$ cat src/rtl/acc_sequencer.sv
// acc_sequencer: multicycle fetch/decode/execute controller for the 16-bit accumulator machine.
// Latency: LOAD/ALU/MUL/DIV 4 cycles FETCH-to-retire; STORE, JMP, JZ, LOADI, SHL, SHR, NOP, HALT 3 cycles.
// Backpressure: none; memory is fixed 1-cycle read latency and `start` is ignored while busy.
//
// Ports:
//   clock, reset_n        single clock, synchronous active-low reset
//   start                 leaves IDLE or HALTED on the next edge
//   mem_addr/wdata/we     single-port memory request (read data returns on mem_rdata one cycle later)
//   alu_opcode/operand1/2 combinational ALU request (operand1 = ACC, operand2 = mem_rdata)
//   alu_result            combinational ALU response
//   acc, pc               architectural state
//   busy, halted, retire  status; retire pulses on the last cycle of every instruction
//
// Optional feature: define ACC_SEQ_MULDIV_EN to decode opcode E as MUL and F as DIV.
// Without it, E and F behave as NOP on the 3-cycle path.

module acc_sequencer #(
  parameter int                    ADDR_WIDTH = 12,
  parameter logic [ADDR_WIDTH-1:0] RESET_PC   = '0
) (
  input  logic                  clock,
  input  logic                  reset_n,
  input  logic                  start,
  output logic [15:0]           mem_addr,
  output logic [15:0]           mem_wdata,
  output logic                  mem_we,
  input  logic [15:0]           mem_rdata,
  output logic [3:0]            alu_opcode,
  output logic [15:0]           alu_operand1,
  output logic [15:0]           alu_operand2,
  input  logic [15:0]           alu_result,
  output logic [15:0]           acc,
  output logic [ADDR_WIDTH-1:0] pc,
  output logic                  busy,
  output logic                  halted,
  output logic                  retire
);

  typedef enum logic [2:0] {
    S_IDLE,
    S_FETCH,
    S_DECODE,
    S_OPERAND,
    S_EXECUTE,
    S_HALTED
  } state_e;

  localparam logic [3:0] OP_HALT  = 4'h0;
  localparam logic [3:0] OP_LOAD  = 4'h1;
  localparam logic [3:0] OP_STORE = 4'h2;
  localparam logic [3:0] OP_ADD   = 4'h3;
  localparam logic [3:0] OP_SUB   = 4'h4;
  localparam logic [3:0] OP_AND   = 4'h5;
  localparam logic [3:0] OP_OR    = 4'h6;
  localparam logic [3:0] OP_XOR   = 4'h7;
  localparam logic [3:0] OP_JMP   = 4'h8;
  localparam logic [3:0] OP_JZ    = 4'h9;
  localparam logic [3:0] OP_SHL   = 4'hA;
  localparam logic [3:0] OP_SHR   = 4'hB;
  localparam logic [3:0] OP_LOADI = 4'hC;
  localparam logic [3:0] OP_NOP   = 4'hD;
  localparam logic [3:0] OP_MUL   = 4'hE;
  localparam logic [3:0] OP_DIV   = 4'hF;

  state_e                state_q, state_d;
  logic [ADDR_WIDTH-1:0] pc_q, pc_d;
  logic [15:0]           ir_q, ir_d;
  logic [15:0]           acc_q, acc_d;
  logic                  addr_sel_ir;
  logic                  we_raw;
  logic [ADDR_WIDTH-1:0] ir_addr;
  logic [3:0]            ir_op;

  assign ir_addr = ir_q[ADDR_WIDTH-1:0];
  assign ir_op   = ir_q[15:12];

  // Opcodes whose operand must be read from memory before EXECUTE.
  function automatic logic needs_operand(input logic [3:0] op);
    logic r;
    r = 1'b0;
    case (op)
      OP_LOAD, OP_STORE, OP_ADD, OP_SUB, OP_AND, OP_OR, OP_XOR: r = 1'b1;
`ifdef ACC_SEQ_MULDIV_EN
      OP_MUL, OP_DIV: r = 1'b1;
`endif
      default: r = 1'b0;
    endcase
    return r;
  endfunction

  always_ff @(posedge clock) begin
    if (!reset_n) begin
      state_q <= S_IDLE;
      pc_q    <= RESET_PC;
      ir_q    <= '0;
      acc_q   <= '0;
    end else begin
      state_q <= state_d;
      pc_q    <= pc_d;
      ir_q    <= ir_d;
      acc_q   <= acc_d;
    end
  end

  always_comb begin
    state_d     = state_q;
    pc_d        = pc_q;
    ir_d        = ir_q;
    acc_d       = acc_q;
    addr_sel_ir = 1'b0;
    we_raw      = 1'b0;
    retire      = 1'b0;

    case (state_q)
      S_IDLE: begin
        if (start) state_d = S_FETCH;
      end
      S_FETCH: begin
        state_d = S_DECODE;
      end
      S_DECODE: begin
        // mem_rdata holds the word addressed by PC during FETCH.
        ir_d    = mem_rdata;
        pc_d    = pc_q + ADDR_WIDTH'(1);
        state_d = needs_operand(mem_rdata[15:12]) ? S_OPERAND : S_EXECUTE;
      end
      S_OPERAND: begin
        addr_sel_ir = 1'b1;
        if (ir_op == OP_STORE) begin
          we_raw  = 1'b1;
          retire  = 1'b1;
          state_d = S_FETCH;
        end else begin
          state_d = S_EXECUTE;
        end
      end
      S_EXECUTE: begin
        retire  = 1'b1;
        state_d = S_FETCH;
        case (ir_op)
          OP_HALT:  state_d = S_HALTED;
          OP_LOAD:  acc_d = mem_rdata;
          OP_ADD, OP_SUB, OP_AND, OP_OR, OP_XOR, OP_SHL, OP_SHR: acc_d = alu_result;
`ifdef ACC_SEQ_MULDIV_EN
          OP_MUL:   acc_d = alu_result;
          // Divide by zero saturates instead of trusting the ALU.
          OP_DIV:   acc_d = (mem_rdata == 16'h0000) ? 16'hFFFF : alu_result;
`endif
          OP_LOADI: acc_d = {4'h0, ir_q[11:0]};
          OP_JMP:   pc_d = ir_addr;
          // Tests the registered ACC, i.e. the value before this edge.
          OP_JZ:    if (acc_q == 16'h0000) pc_d = ir_addr;
          default:  ;
        endcase
      end
      S_HALTED: begin
        if (start) state_d = S_FETCH;
      end
      default: state_d = S_IDLE;
    endcase
  end

  always_comb begin
    alu_opcode = 4'b0000;
    case (ir_op)
      OP_ADD: alu_opcode = 4'b0000;
      OP_SUB: alu_opcode = 4'b0001;
`ifdef ACC_SEQ_MULDIV_EN
      OP_MUL: alu_opcode = 4'b0010;
      OP_DIV: alu_opcode = 4'b0011;
`endif
      OP_SHL: alu_opcode = 4'b0100;
      OP_SHR: alu_opcode = 4'b0101;
      OP_AND: alu_opcode = 4'b1000;
      OP_OR:  alu_opcode = 4'b1001;
      OP_XOR: alu_opcode = 4'b1010;
      default: alu_opcode = 4'b0000;
    endcase
  end

  assign mem_addr     = addr_sel_ir ? 16'(ir_addr) : 16'(pc_q);
  assign mem_wdata    = acc_q;
  // A reset landing on a STORE's OPERAND cycle must not corrupt memory.
  assign mem_we       = we_raw & reset_n;
  assign alu_operand1 = acc_q;
  assign alu_operand2 = mem_rdata;
  assign acc          = acc_q;
  assign pc           = pc_q;
  assign busy         = (state_q == S_FETCH) || (state_q == S_DECODE) ||
                        (state_q == S_OPERAND) || (state_q == S_EXECUTE);
  assign halted       = (state_q == S_HALTED);

endmodule

$ cat config.mk
export PLATFORM = sky130hd
export DESIGN_NAME = acc_sequencer
export DESIGN_NICKNAME = d
export VERILOG_FILES = /design/src/rtl/acc_sequencer.sv
export SDC_FILE = /design/constraint.sdc
export NUM_CORES = 1
export LEC_CHECK = 0
export CAP_MARGIN = 20
export CORE_MARGIN = 4
export CORE_UTILIZATION = 46
export DETAILED_ROUTE_END_ITERATION = 6
export GPL_TIMING_DRIVEN = 0
export PLACE_DENSITY_LB_ADDON = 0.25
export SLEW_MARGIN = 10
export SYNTH_ARGS = -nofsm -noshare
export SYNTH_HDL_FRONTEND = slang
export SYNTH_SLANG_ARGS = --single-unit
export TNS_END_PERCENT = 10
$ cat constraint.sdc
create_clock -name clock -period 6.15 [get_ports clock]
set_clock_uncertainty 0.1 [all_clocks]
set_input_delay 1.23 -clock clock [delete_from_list [all_inputs] [get_ports clock]]
set_output_delay 1.23 -clock clock [all_outputs]
set_load 0.02 [all_outputs]
* Yosys cells after proc, flatten, opt, wreduce, memory -nomap -nowiden
Cells that the tools add are included.
** Operators by class
- Add/sub/neg operators :: 1
- Multiply operators :: 0
- Div/mod/pow operators :: 0
- $lt $le $gt $ge :: 0
- Eq/ne operators :: 27
- Shift operators :: 0
- Muxes and demuxes :: 17
- Bitwise operators :: 1
- Reductions and logical operators :: 13
** Operator list (count)
- $pmux W12 S2 :: 2
- $pmux W16 S3 :: 1
- $eq A4 B3 Y1 const B :: 8
- $mux W12 :: 2
- $pmux W4 S6 :: 1
- $eq A4 B4 Y1 const B :: 5
- $eq A4 B2 Y1 const B :: 4
- $logic_not A16 Y1 :: 1
- $pmux W3 S5 :: 1
- $reduce_or A7 Y1 :: 2
- $add A12 B1 Y12 const B :: 1
- $mux W3 :: 4
- $eq A4 B1 Y1 const B :: 2
- $eq A3 B2 Y1 const B :: 2
- $eq A3 B3 Y1 const B :: 2
- $mux W1 :: 5
- $logic_not A4 Y1 :: 1
- $eq A3 B1 Y1 const B :: 1
- $logic_not A3 Y1 :: 1
- $logic_or A1 B1 Y1 :: 3
- $ne A3 B1 Y1 const B :: 1
- $ne A3 B3 Y1 const B :: 1
- $reduce_and A3 Y1 :: 1
- $reduce_bool A3 Y1 :: 1
- 6 further kinds :: 6
** Storage, ports and cells
- Bits in registers :: 47
- Bits in latches :: 0
- RAM bits :: 0
- Memory bits (read-only) :: 0
- Output and inout bits :: 100
- Logic and storage cells :: 63
- Memories :: 0

* Logic depth before layout (Yosys ltp)
- Depth in word-level cells :: 6
- Mapped depth :: 7
- Mapped depth without buffers :: 5

* Least setup slack after synthesis
OpenSTA, ideal clock, no wires.
- Kind :: input to output
- Start :: input reset_n
- End :: output mem_we
- Arrival :: 2522 ps
- Required time :: 4820 ps
- Path slack :: 2298 ps
- Stages on the path :: 4
- Path buffers :: 2
- Cell sequence :: clkbuf_1 inv_1 clkbuf_1 nor4_1
** On the way
- Word-level cells in the longest chain between the ends :: 1
** RTL lines
- start, declared :: RTL line 22 : input logic reset_n,
- $and A1 B1 Y1 :: RTL line 184 : assign mem_we = we_raw & reset_n;
- end, declared :: RTL line 26 : output logic mem_we,
No other way between the ends.

* Worst setup path after layout
Same ends and word-level chain as after synthesis.

==> impl_metrics.csv <==
group,metric,value,unit
cells_and_area,utilization,71.86,%
detailed_routing,drc_errors,0,
sta,hold_viol_final,0,
synth,syn_area,3153,um2
cells_and_area,seq_area,940.9,um2
clocking,insertion_delay,310,ps
synth,postSynthAreaPerCell,8.085,um2
grt,grt_pass1_vias,3217,
sta,tns,0,ps
detailed_routing,met2WireLength,4.862,mm
sta,hold_slack,419.3,ps
clocking,cts_tree,"yes",
worst_hold_path,holdCritPathClass,"reg -> reg",
clocking,cts.clk_slew.worst_paths,100,ps
placement,dpl.cell_count,599,
sta,fin_crit_sh,71.32,%
cells_and_area,diodes,0,
sta,tightest_slew,937.4,ps
cells_and_area,fin_nets,565,
detailed_routing,vias,3410,
power,p_int,0.5213,mW
grt,track_usage,24.16,%
critical_path,path_class,"in -> out",
sta,fmax,0.2280,GHz
detailed_routing,top_layer_used,"met4",
sta,setup_viol,0,
synth,synth_edf_count,0,
run,drv_cap,0,
floorplanning,die_w,90.79,um
floorplanning,fp.dieH,90.79,um
detailed_routing,drtIter0Drc,310,
worst_hold_path,hold_depth,2,
detailed_routing,post_drt_wl_per_cell,16.78,um
synth,yosysUniqueCellTypes,52,
power,power_frac_clock,31.9,%
synth,netlist_instances,390,
power,switching_share,30.65,%
synth,synth-main-ff-cell,"dfxtp_1",
critical_path,crit_path_end_kind,"output pin",
grt,grt_first_pass_wirelength,16.51,mm
status,status,"finished, final reports clean",
power,finalPower,0.7517,mW
power,power_density,161.1,nW/um2
cells_and_area,drive_gt1_share,19.06,%
power,pwr-share-seq,43.3,%
detailed_routing,wl_met1,4.411,mm
clocking,cts_buffer_depth,2,
placement,dp_hpwl,7.911,mm
detailed_routing,firstDrtPassIters,4,
floorplanning,initial_core_util,48.55,%
detailed_routing,routed_wl,10.19,mm
power,leakage,1.724,nW
power,switching_power,0.2304,mW
floorplanning,io_pins,135,
sta,relSlewSlack,37.37,%
clocking,ctsRootBufferMaster,"clkbuf_8",
cells_and_area,num-fill-cells,511,
floorplanning,rows,29,
critical_path,r2r_cells,5,
grt,antenna_found_initial,0,
synth,yosysSeqAreaShare,29.84,%
grt,grt_max_degree,17,
synth,synth_warnings,0,
clocking,post_cts_resized,0,
sta,period_needed,4386,ps
clocking,cts_buffers,5,
floorplanning,fp.coreArea,6495,um2
critical_path,crit_required,4820,ps
detailed_routing,vias_per_cell,5.618,
clocking,postCtsSetupRepairBufs,0,
critical_path,worstPathArrival,3060,ps
clocking,clock_sinks,47,
cells_and_area,fin_cells,607,
sta,slew_viol_final,0,
critical_path,start_kind,"primary input",
cells_and_area,multi_input_area,1667,um2
detailed_routing,ant_nets,0,
clocking,cts_htree_levels,2,
power,irDropWorstVdd,0.1437,mV
floorplanning,die_area,8243,um2
grt,grt.overflow.total,0,
synth,synth-seq-cells,47,
critical_path,critPathMaxFanout,10,
detailed_routing,dr_wl_met3,824,um
power,combPwrFrac,24.7,%
sta,rsz0062_at_grt,"false",
cells_and_area,area.growth.synth_to_final,48.02,%
synth,synthArstFlopShare,0,%
placement,place.gp.congestion,0.8839,
placement,io_buffers,129,
clocking,cts.hold.buffers_added,0,
## critical path, stage by stage
cell and delay [ps]:
clkbuf_1 310, inv_1 120, clkbuf_1 360, nor4_1 380
clkdlybuf4s50_1 650
## layer usage
layer	vias to the layer above	global-route usage (%)
met3	11	4.417
met4	0	5.025
met5	-	0
li1	1645	-
met2	155	41.38
met1	1599	31.72
## flip-flops by register name (all words and copies together), names as in the netlist
register / cells
ir_q: 16
acc: 16
state_q: 3
pc: 12
## worst paths after layout
kind,to,startpoint,slack [ps]
worst max register to register,pc[9],acc[7],3810
worst max-delay path,mem_we,reset_n,1760
worst min-delay path,pc[11],pc[11],420
worst min register to register,pc[11],pc[11],420
## cell type report
cell class	count	share of cell area (%)
clock inverter	3	0.9920
timing repair buffer	129	27.67
tap	77	2.064
multi-input combinational	257	35.71
inverter	8	0.6434
sequential	47	20.16
clock buffer	5	1.475
buffer	81	11.29
## cell usage after synthesis (3+ instances only)
cell type,number,area [um2]
a2111oi_2,8,120.1
nand2_1,58,217.7
nor3b_1,5,37.54
nor4_1,6,37.54
buf_4,54,405.4
and2_1,4,25.02
o21ai_0,19,95.09
o32ai_2,7,113.9
buf_2,4,20.02
a22oi_1,17,127.6
a211oi_1,4,30.03
a21oi_1,25,125.1
a2111oi_0,4,35.03
and3_1,4,25.02
clkbuf_1,21,78.83
mux2_2,11,123.9
inv_1,8,30.03
a31oi_1,17,106.4
nor2_1,21,78.83
or3b_1,3,26.28
dfxtp_1,47,940.9
a32oi_1,3,26.28
nor3_1,3,15.01
## stage by stage
stage               instance area [um2]  setup WS, ps
detailed placement                 4552          1735
global route                       4667          1587
floorplan                          3164          2298
global placement                   4552          1793
CTS                                4667          1732
finish                             4667          1764
## cell usage in the layout (no fill, tap or decap), drive strengths merged, types with 9 or more instances in the layout
| cell type | instances |
|---|---|
| clkbuf | 26 |
| buf | 60 |
| a22oi | 17 |
| clkdlybuf4s50 | 129 |
| a2111oi | 12 |
| dfxtp | 47 |
| o21ai | 20 |
| nor2 | 21 |
| a21oi | 25 |
| inv | 9 |
| nand2 | 58 |
| a31oi | 17 |
| mux2 | 12 |
## power groups by stage
stage	clock network (mW)	registers, mW	logic [mW]
6_report	0.240	0.326	0.186
5_1_grt	0.249	0.327	0.200
4_1_cts	0.238	0.325	0.185
3_5_place_dp	0	0.332	0.184
3_3_place_gp	0	0.332	0.180
2_1_floorplan	0	0.331	0.108
## logic make-up after synthesis
| logic type | count (synthesis) | share of synthesized area [%] |
|---|---|---|
| and+or+nand+nor | 120 | 18.49 |
| AOI/OAI and AO/OA | 119 | 28.93 |
| buffers and inverters | 89 | 17.66 |
| DFF | 47 | 29.84 |
| muxes | 12 | 4.286 |
| adders and majority gates | 1 | 0.3968 |
| other | 1 | 0.1189 |
| xor gates and xnor gates | 1 | 0.2778 |
Power figures use the tool's default switching activity.
